===== src/rtl/ser_word_if.sv =====
// Parallel word handshake between an upstream producer and the serializer
// tree scheduler. A word transfers on a clock edge where valid & ready.
//   data   W bits  parallel word, bit0 is serialized first
//   valid  1       data holds a word to transfer
//   ready  1       consumer can take a word this cycle
interface ser_word_if #(
    parameter int W = 4
);
    logic [W-1:0] data;
    logic         valid;
    logic         ready;

    modport master (output data, output valid, input ready);
    modport slave  (input data, input valid, output ready);
endinterface


===== src/rtl/ser_tree_scheduler.sv =====
// Word scheduler for the clock-divider / base-serializer tree.
// Runs on the fast serial clock, buffers incoming parallel words in a small
// FIFO and hands one SER_W-bit word to the tree leaves every SER_W cycles.
// After enable or a retrain request it sends a burst of TRAIN_WORDS training
// words; when the buffer runs dry in RUN it inserts IDLE_PAT and counts it.
// Ports:
//   clk_i        fast serial clock (tree root clock)
//   rst_i        synchronous active-high reset
//   en_i         link enable, acted on at word boundaries (any cycle in OFF)
//   train_i      retrain request level, sampled at word boundaries
//   in_if        slave side of the upstream word handshake
//   par_o        word presented to the serializer leaves
//   load_o       one-cycle pulse; par_o changes on the edge that ends it
//   state_o      0=OFF 1=TRAIN 2=RUN
//   level_o      FIFO occupancy
//   underflow_o  saturating count of idle words inserted in RUN
module ser_tree_scheduler #(
    parameter int LEVELS      = 2,
    parameter int FIFO_DEPTH  = 4,
    parameter int TRAIN_WORDS = 8,
    localparam int SER_W      = 2 ** LEVELS,
    parameter logic [SER_W-1:0] TRAIN_PAT = 4'b1010,
    parameter logic [SER_W-1:0] IDLE_PAT  = 4'b0000
) (
    input  logic                            clk_i,
    input  logic                            rst_i,
    input  logic                            en_i,
    input  logic                            train_i,
    ser_word_if.slave                       in_if,
    output logic [SER_W-1:0]                par_o,
    output logic                            load_o,
    output logic [1:0]                      state_o,
    output logic [$clog2(FIFO_DEPTH):0]     level_o,
    output logic [7:0]                      underflow_o
);
    localparam int PTR_W = $clog2(FIFO_DEPTH);
    localparam int LVL_W = PTR_W + 1;
    localparam int TC_W  = $clog2(TRAIN_WORDS + 1);

    localparam logic [LEVELS-1:0] CNT_LAST = LEVELS'(SER_W - 1);
    localparam logic [LVL_W-1:0]  LVL_FULL = LVL_W'(FIFO_DEPTH);
    localparam logic [TC_W-1:0]   TC_LAST  = TC_W'(TRAIN_WORDS - 1);

    typedef enum logic [1:0] {
        S_OFF   = 2'd0,
        S_TRAIN = 2'd1,
        S_RUN   = 2'd2
    } state_t;

    state_t            state_q, state_d;
    logic [LEVELS-1:0] cnt_q;
    logic [TC_W-1:0]   tcnt_q, tcnt_d;
    logic [SER_W-1:0]  par_q, par_d;
    logic [7:0]        uflow_q;

    logic [SER_W-1:0]  mem [FIFO_DEPTH];
    logic [PTR_W-1:0]  wr_ptr_q, rd_ptr_q;
    logic [LVL_W-1:0]  level_q;

    logic boundary, push, pop, flush, idle_ins, ready;

    function automatic logic [7:0] sat_inc8(input logic [7:0] v);
        return (v == 8'hFF) ? v : v + 8'd1;
    endfunction

    // The edge that ends the last phase of a word is the word boundary.
    assign boundary = (state_q != S_OFF) && (cnt_q == CNT_LAST);
    assign ready    = (state_q != S_OFF) && (level_q != LVL_FULL);
    assign push     = in_if.valid && ready;

    // Boundary decisions: disable beats retrain beats normal word flow.
    // Pop uses the registered level, so a word arriving this cycle is never
    // forwarded straight to par_o.
    always_comb begin
        state_d  = state_q;
        tcnt_d   = tcnt_q;
        par_d    = par_q;
        pop      = 1'b0;
        flush    = 1'b0;
        idle_ins = 1'b0;
        unique case (state_q)
            S_OFF: begin
                flush = 1'b1;
                if (en_i) begin
                    state_d = S_TRAIN;
                    tcnt_d  = '0;
                end
            end
            S_TRAIN: begin
                if (boundary) begin
                    if (!en_i) begin
                        state_d = S_OFF;
                        par_d   = IDLE_PAT;
                        flush   = 1'b1;
                    end else begin
                        par_d  = TRAIN_PAT;
                        tcnt_d = tcnt_q + TC_W'(1);
                        if (tcnt_q == TC_LAST) state_d = S_RUN;
                    end
                end
            end
            S_RUN: begin
                if (boundary) begin
                    if (!en_i) begin
                        state_d = S_OFF;
                        par_d   = IDLE_PAT;
                        flush   = 1'b1;
                    end else if (train_i) begin
                        // The retrain boundary itself carries training word 1.
                        par_d   = TRAIN_PAT;
                        tcnt_d  = TC_W'(1);
                        state_d = (TRAIN_WORDS == 1) ? S_RUN : S_TRAIN;
                    end else if (level_q != '0) begin
                        par_d = mem[rd_ptr_q];
                        pop   = 1'b1;
                    end else begin
                        par_d    = IDLE_PAT;
                        idle_ins = 1'b1;
                    end
                end
            end
            default: begin
                state_d = S_OFF;
                flush   = 1'b1;
            end
        endcase
    end

    always_ff @(posedge clk_i) begin
        if (rst_i) state_q <= S_OFF;
        else       state_q <= state_d;
    end

    // Phase counter, training count, output word and underflow counter.
    always_ff @(posedge clk_i) begin
        if (rst_i) begin
            cnt_q   <= '0;
            tcnt_q  <= '0;
            par_q   <= IDLE_PAT;
            uflow_q <= 8'd0;
        end else begin
            cnt_q  <= (state_q == S_OFF) ? '0 : cnt_q + LEVELS'(1);
            tcnt_q <= tcnt_d;
            par_q  <= par_d;
            if (idle_ins) uflow_q <= sat_inc8(uflow_q);
        end
    end

    // FIFO control; flush wins over a push arriving on the disabling edge.
    always_ff @(posedge clk_i) begin
        if (rst_i || flush) begin
            wr_ptr_q <= '0;
            rd_ptr_q <= '0;
            level_q  <= '0;
        end else begin
            if (push) wr_ptr_q <= wr_ptr_q + PTR_W'(1);
            if (pop)  rd_ptr_q <= rd_ptr_q + PTR_W'(1);
            unique case ({push, pop})
                2'b10:   level_q <= level_q + LVL_W'(1);
                2'b01:   level_q <= level_q - LVL_W'(1);
                default: level_q <= level_q;
            endcase
        end
    end

    // FIFO storage carries no reset; occupancy alone defines valid entries.
    always_ff @(posedge clk_i) begin
        if (push) mem[wr_ptr_q] <= in_if.data;
    end

    assign in_if.ready = ready;
    assign par_o       = par_q;
    assign load_o      = boundary;
    assign state_o     = state_q;
    assign level_o     = level_q;
    assign underflow_o = uflow_q;
endmodule

===== src/flat_wrapper.sv =====
// flat-port wrapper written by rule: the top's interface ports become plain ports
module ser_tree_scheduler_flat 
#(
    parameter int LEVELS      = 2,
    parameter int FIFO_DEPTH  = 4,
    parameter int TRAIN_WORDS = 8,
    localparam int SER_W      = 2 ** LEVELS,
    parameter logic [SER_W-1:0] TRAIN_PAT = 4'b1010,
    parameter logic [SER_W-1:0] IDLE_PAT  = 4'b0000
)
  (clk_i, rst_i, en_i, train_i, par_o, load_o, state_o, level_o, underflow_o, in_if_data, in_if_valid, in_if_ready);
  ser_word_if in_if_i ();
  input  logic clk_i;
  input  logic rst_i;
  input  logic en_i;
  input  logic train_i;
  output logic [SER_W-1:0] par_o;
  output logic load_o;
  output logic [1:0] state_o;
  output logic [$clog2(FIFO_DEPTH):0] level_o;
  output logic [7:0] underflow_o;
  input wire logic [$bits(in_if_i.data)-1:0] in_if_data;
  input wire logic [$bits(in_if_i.valid)-1:0] in_if_valid;
  output wire logic [$bits(in_if_i.ready)-1:0] in_if_ready;
  assign in_if_i.data = in_if_data;
  assign in_if_i.valid = in_if_valid;
  assign in_if_ready = in_if_i.ready;
  ser_tree_scheduler #(.LEVELS(LEVELS), .FIFO_DEPTH(FIFO_DEPTH), .TRAIN_WORDS(TRAIN_WORDS), .TRAIN_PAT(TRAIN_PAT), .IDLE_PAT(IDLE_PAT)) u_core (.clk_i(clk_i), .rst_i(rst_i), .en_i(en_i), .train_i(train_i), .in_if(in_if_i), .par_o(par_o), .load_o(load_o), .state_o(state_o), .level_o(level_o), .underflow_o(underflow_o));
endmodule

===== config.mk =====
export PLATFORM = sky130hd
export DESIGN_NAME = ser_tree_scheduler_flat
export DESIGN_NICKNAME = d
export VERILOG_FILES = /design/src/rtl/ser_word_if.sv /design/src/rtl/ser_tree_scheduler.sv /design/src/flat_wrapper.sv
export SDC_FILE = /design/constraint.sdc
export NUM_CORES = 1
export LEC_CHECK = 0
export BUFFER_PORTS_ARGS = -buffer_cell sky130_fd_sc_hd__buf_2
export CAP_MARGIN = 20
export CORE_ASPECT_RATIO = 1.4
export CORE_MARGIN = 2
export CORE_UTILIZATION = 45
export CTS_BUF_LIST = sky130_fd_sc_hd__clkbuf_16
export CTS_CLUSTER_DIAMETER = 40
export DETAILED_ROUTE_END_ITERATION = 10
export SYNTH_ARGS = -nofsm -noshare
export SYNTH_HDL_FRONTEND = slang
export SYNTH_SLANG_ARGS = --single-unit

===== constraint.sdc =====
create_clock -name clk_i -period 3.2 [get_ports clk_i]
set_input_delay 0.48 -clock clk_i [delete_from_list [all_inputs] [get_ports clk_i]]
set_output_delay 0.48 -clock clk_i [all_outputs]
set_load 0.05 [all_outputs]

==> out/qor.txt, run 1 <==
Status - complete, no violations
Hold Crit Class - input port to flop
Storage cell area - 1060 sq um
Crit path required time - 3.42 ns
Highest-count cells in the layout ignoring fill and taps - dfxtp_1 (29), buf_2 (27), a21oi_1 (19), edfxtp_1 (16), nor2_1 (14)
DP Wirelength - 2990 microns
IO Port Bufs - 27
RSZ-0062 raised after global routing - no
Drt first pass iters - 4
Sequential cell area fraction in the yosys report - 48.5%
Multi-input logic area - 1040 sq um
Worst VDD drop - 0.000289 V
Synth top area cells - dfxtp_1 (27%), edfxtp_1 (22%), ha_1 (6.9%), a21oi_1 (4.4%), mux4_2 (4.1%)
Post-CTS Setup Bufs - 0
Critical path class - flop to flop
Vias - 1607
Hold Vio Cnt, Final - 0
Commonest non-fill, non-tap cell in the layout - dfxtp_1
Post-synthesis cell type count - 50
Syn_area_per_cell - 11.0 sq um
Number of enable flip-flop cells after synthesis - 16
Via density per instance - 5.48
Total Neg Setup Slack - 0 ns
Final period util - 82.4%
Initial Util - 45.9%
Hold_buf cts - 0
Sink Count - 45
Leak - 0.906 nW
Place WS - 0.583 ns
Initial antenna violation count - 0
Critical Path AT - 2.85 ns
Fin worst setup slack - 0.562 ns
Skew-Pair Late Insertion Delay - 0.29 ns
Tot GR Track Use - 16.0%
Total I/O pin count - 28
Ant diodes - 0
Initial DRC Count - 75
Power Density - 609 nW/um^2
Fraction of layout instances using a drive strength above 1 - 22.7%
Gr ovfl total - 0
First-pass GRT wire length - 7000 microns
Max-slew violations - 0
Final Instance Area - 2510 sq um
Ys flop type - dfxtp_1
Final nets - 250
Post-CTS Resized - 0
Largest net degree at the start of global routing - 24
Setup Skew - 0.00626 ns
Final core utilization - 52.7%
Die area - 5440 sq um
Asr flop ratio synth - 0%
DRC - 0
Clock slew at reported path FFs - 0.06 ns
Fmax - 0.379 GHz
Core ar. - 4770 sq um
Max FO, Critical Path - 8
CTS tree - done
Final ANT Viol Nets - 0
Startpoint types - flop
Vias in the first global route - 1581
CTS Buf Count - 5
Drt wl/cell - 13.5 microns
Die height - 86.5 microns
Area Growth Syn to Fin - 15.0%
Mapped Nets - 221
Placed instance count - 285
Yosys top cell by area - dfxtp_1
Clock root cell - clkbuf_16
Die X - 62.9 microns
Max-Cap Viols - 0
Clock Path Buffers - 2
Netlist Area Pre-Place - 2190 sq um
Post-layout min period - 2.64 ns
Final setup vio count - 0
H-tree level count - 2
Worst-Margin Slew - 0.569 ns
Final Non-Filler Cells - 293
Placer Congestion - 0.714
Cells after synthesis - 199
DP Area - 2360 sq um
Yosys reg bits - 45
Fillers - 444
Share of Yosys cell area claimed by the top area cell type - 26.6%
Final WL - 3950 microns
Critical Path Sink Type - flop
Synthesis warning total - 0
# rows - 30
Max transition margin - 61.8%
final cells by class:
type / count / share of cell area, %
clock inverters: 3 / 0.996
clock buffers: 5 / 4.98
multi-input cells: 136 / 41.3
inverters: 13 / 1.94
flip-flops and latches: 45 / 42.2
well taps: 64 / 3.19
repair buffers: 27 / 5.38
worst max-delay path, cell delays in order, from the launching register on:
cell and delay, ns:
dfxtp_1 0.38, inv_1 0.09, ha_1 0.30, nand2b_4 0.20, nor3_1 0.32, ha_1 0.24
inv_1 0.06, fa_1 0.37, xor2_1 0.16, or3_1 0.30, a21oi_1 0.14
cells in the mapped netlist, types with 2 or more instances:
| master | instances |
|---|---|
| and4_1 | 2 |
| a311o_1 | 2 |
| dfxtp_1 | 29 |
| or3_1 | 4 |
| o41ai_1 | 4 |
| inv_1 | 12 |
| ha_1 | 12 |
| xnor2_1 | 2 |
| o21ai_0 | 7 |
| nor2_1 | 14 |
| nand2_1 | 10 |
| and2_1 | 4 |
| a221oi_1 | 2 |
| nand3_1 | 7 |
| o31ai_1 | 3 |
| xor2_1 | 3 |
| or4_1 | 6 |
| o2111a_1 | 2 |
| nor3_1 | 4 |
| nand3b_1 | 2 |
| mux4_2 | 4 |
| or3b_2 | 2 |
| a21oi_1 | 19 |
| and2b_2 | 2 |
| edfxtp_1 | 16 |
flip-flops by register name (all words and copies together), names as in the netlist, named ones only:
register / count
u_core.par_o: 4
u_core.wr_ptr_q: 2
u_core.state_o: 2
u_core.underflow_o: 8
u_core.level_o: 3
u_core.cnt_q: 2
u_core.tcnt_q: 4
u_core.rd_ptr_q: 2
u_core.mem: 16
power breakdown:
part	internal (W)	total (W)	switching, W
clock network	0.000295	0.000517	0.000223
logic	0.000128	0.000372	0.000244
registers	0.000623	0.000641	0.0000182
total	0.00105	0.00153	0.000485
routing by layer:
metal | global-route usage [%] | routed length [microns] | up-vias
met5 | 0 | 0 | -
met4 | 5.05 | 49 | 0
met3 | 3.51 | 107 | 5
met2 | 29.5 | 2110 | 21
met1 | 18.4 | 1690 | 783
li1 | - | - | 798
path summary, 6_finish.rpt:
check               startpoint                 to  slack (ns)  cells past startpoint
max          u_core.state_o[0]  u_core.level_o[2]        0.56                     10
min              in_if_data[0]   u_core.mem[2][0]        0.41                      1
max reg2reg  u_core.state_o[0]  u_core.level_o[2]        0.56                     10
min reg2reg    u_core.cnt_q[0]    u_core.cnt_q[0]        0.44                      1
cell families (layout without fill, tap and decap cells):
logic type / after synthesis / in the layout / share of synthesized area, %
flip-flops: 45 / 45 / 48.5
XOR/XNOR: 5 / 5 / 2.00
buffers and inverters: 18 / 48 / 3.95
AO/OA/AOI/OAI: 45 / 45 / 13.8
adder cells (fa/ha/maj): 13 / 13 / 7.78
AND/OR/NAND/NOR: 68 / 68 / 19.3
multiplexers: 5 / 5 / 4.58
stage by stage:
stage / hold WS (ns) / total power [W]
floorplan: 0.408 / 0.000945
global placement: 0.434 / 0.00103
detailed placement: 0.434 / 0.00103
CTS: 0.409 / 0.00155
global route: 0.411 / 0.00161
finish: 0.410 / 0.00153
Note: power is estimated with default switching activity, not from simulation.
==> run 2: changes to the inputs <==
Settings changed: PLACE_DENSITY set to 0.67.
Clock period 3.2 ns to 2.3 ns, I/O delays scaled along.
==> out/qor.txt, run 2 (synthesis gave the netlist of run 1 again) <==
Status - complete, no violations (unchanged)
Reg2Reg Setup Slack - 0.07 ns (was 0.56 ns)
Critical path class - flop to flop (unchanged)
Startpoint types - flop (unchanged)
Skew-Pair Late Insertion Delay - 0.28 ns (was 0.29 ns)
Highest-count cells in the layout ignoring fill and taps - buf_2 (27), dfxtp_1 (24), a21oi_1 (18), edfxtp_1 (16), nor2_1 (14) (was dfxtp_1 (29), buf_2 (27), a21oi_1 (19), edfxtp_1 (16), nor2_1 (14))
Die height - 86.5 microns (unchanged)
DP Area - 2450 sq um (was 2360 sq um)
Critical Path Sink Type - flop (unchanged)
Final WL - 4130 microns (was 3950 microns)
Largest register by flop count - u_core.mem (unchanged)
Worst-Margin Slew - 0.646 ns (was 0.569 ns)
# rows - 30 (unchanged)
Drt first pass iters - 4 (unchanged)
Final ANT Viol Nets - 0 (unchanged)
Core ar. - 4770 sq um (unchanged)
Cell depth of the worst flop-to-flop path - 10 (unchanged)
Die X - 62.9 microns (unchanged)
Power Density - 863 nW/um^2 (was 609 nW/um^2)
Vias - 1619 (was 1607)
Hold path start - in_if_data[1] (was in_if_data[0])
Final Non-Filler Cells - 301 (was 293)
Post-layout min period - 2.23 ns (was 2.64 ns)
CTS tree - done (unchanged)
IO Port Bufs - 27 (unchanged)
Final Instance Area - 2650 sq um (was 2510 sq um)
Max-slew violations - 0 (unchanged)
First-pass GRT wire length - 7110 microns (was 7000 microns)
Tot GR Track Use - 16.4% (was 16.0%)
Max FO, Critical Path - 6 (was 8)
Sink Count - 45 (unchanged)
Final period util - 96.9% (was 82.4%)
Fraction of layout instances using a drive strength above 1 - 30.4% (was 22.7%)
Initial antenna violation count - 0 (unchanged)
Clock root cell - clkbuf_16 (unchanged)
Initial Util - 45.9% (unchanged)
Vias in the first global route - 1590 (was 1581)
CTS Buf Count - 5 (unchanged)
Area Growth Syn to Fin - 21.2% (was 15.0%)
Largest net degree at the start of global routing - 24 (unchanged)
Final nets - 258 (was 250)
Max-Cap Viols - 0 (unchanged)
Initial DRC Count - 90 (was 75)
Worst VDD drop - 0.000594 V (was 0.000289 V)
Hold Vio Cnt, Final - 0 (unchanged)
Leak - 0.982 nW (was 0.906 nW)
Gr ovfl total - 0 (unchanged)
DP Wirelength - 3080 microns (was 2990 microns)
Reg2reg end - u_core.level_o[2] (unchanged)
Total I/O pin count - 28 (unchanged)
DRC - 0 (unchanged)
H-tree level count - 2 (unchanged)
Fin worst setup slack - 0.0704 ns (was 0.562 ns)
Clock slew at reported path FFs - 0.06 ns (about the same)
Placed instance count - 290 (was 285)
Final setup vio count - 0 (unchanged)
Drt wl/cell - 13.7 microns (was 13.5 microns)
Commonest non-fill, non-tap cell in the layout - buf_2 (was dfxtp_1)
Placer Congestion - 0.767 (was 0.714)
Critical Path AT - 2.43 ns (was 2.85 ns)
Fmax - 0.449 GHz (was 0.379 GHz)
Hold WS - 0.287 ns (was 0.410 ns)
Max reg flops - 16 (unchanged)
Final Power - 0.00229 W (was 0.00153 W)
Ant diodes - 0 (unchanged)
Clock Path Buffers - 2 (unchanged)
Hold Path Stages - 1 (unchanged)
Hold EP - u_core.mem[1][1] (was u_core.mem[2][0])
Worst flop-to-flop path startpoint - u_core.state_o[0] (unchanged)
Hold Crit Class - input port to flop (unchanged)
Setup Skew - 0.00470 ns (was 0.00626 ns)
Place WS - 0.0174 ns (was 0.583 ns)
Max transition margin - 56.7% (was 61.8%)
Crit path required time - 2.50 ns (was 3.42 ns)
Via density per instance - 5.38 (was 5.48)
Die area - 5440 sq um (unchanged)
RSZ-0062 raised after global routing - yes (was no)
## run 2: cell count changes in the layout (fill, tap and decap cells not counted), moves of 2 or more
cell / previous run / this run
buf_4: 0 / 8
dfxtp_1: 29 / 24
dfxtp_2: 0 / 3
ha_1: 12 / 9
dfxtp_4: 0 / 2
ha_4: 0 / 2
inv_6: 2 / 0
## run 2: repair_timing
action / in CTS / in global routing
endpoints found under the setup margin: 1 / 1
setup buffers: 3 / 0
hold buffers: 0 / 0
pin swaps: 3 / 0
gates resized for setup: 1 / 1
## run 2: metal layers
layer,global-route usage [%],vias to the layer above,share of wire [%]
li1,-,819,-
met5,0,-,0
met2,30.9,26,55
met1,18.2,772,42
met3,2.86,2,2.7
met4,6.06,0,0.73
## run 2: power by group
part	leakage [nW]	switching (W)	total, W	internal [W]
Sequential	0.382	0.0000246	0.000896	0.000872
Combinational	0.515	0.000367	0.000595	0.000228
Clock	0.0852	0.000286	0.000796	0.000510
Total	0.982	0.000677	0.00229	0.00161
## run 2: per-stage QoR
step	TNS, ns	utilization, %
floorplan	0	-
global route	-0.0328	55.6
finish	0	55.6
CTS	0	55.5
detailed placement	0	51.5
global placement	0	51.5
## run 2: critical path, cell delays in order (launching register included)
cell      delay (ns)
dfxtp_4         0.36
inv_4           0.05
ha_4            0.15
nand2b_4        0.17
nor3_4          0.23
ha_2            0.21
inv_1           0.05
fa_2            0.33
xor2_1          0.15
or3_1           0.33
a21oi_2         0.14
## run 2: worst max path at each step
stage / start / to / slack (ns) / depth (start not counted)
global placement: u_core.state_o[0] / u_core.level_o[2] / 0.09 / 10
detailed placement: u_core.state_o[0] / u_core.level_o[2] / 0.02 / 10
CTS: u_core.state_o[0] / u_core.level_o[2] / 0.01 / 10
global route: u_core.state_o[0] / u_core.level_o[2] / -0.03 / 10
floorplan: u_core.state_o[0] / u_core.level_o[2] / 0.02 / 10
finish: u_core.state_o[0] / u_core.level_o[2] / 0.07 / 10
## run 2: cell type report
| class | count | area [sq um] |
|---|---|---|
| timing repair buffer | 35 | 195 |
| multi-input combinational | 136 | 1080 |
| clock inverter | 3 | 42.5 |
| clock buffer | 5 | 125 |
| sequential | 45 | 1070 |
| tap | 64 | 80.1 |
| inverter | 13 | 51.3 |
| fill | 434 | 2120 |
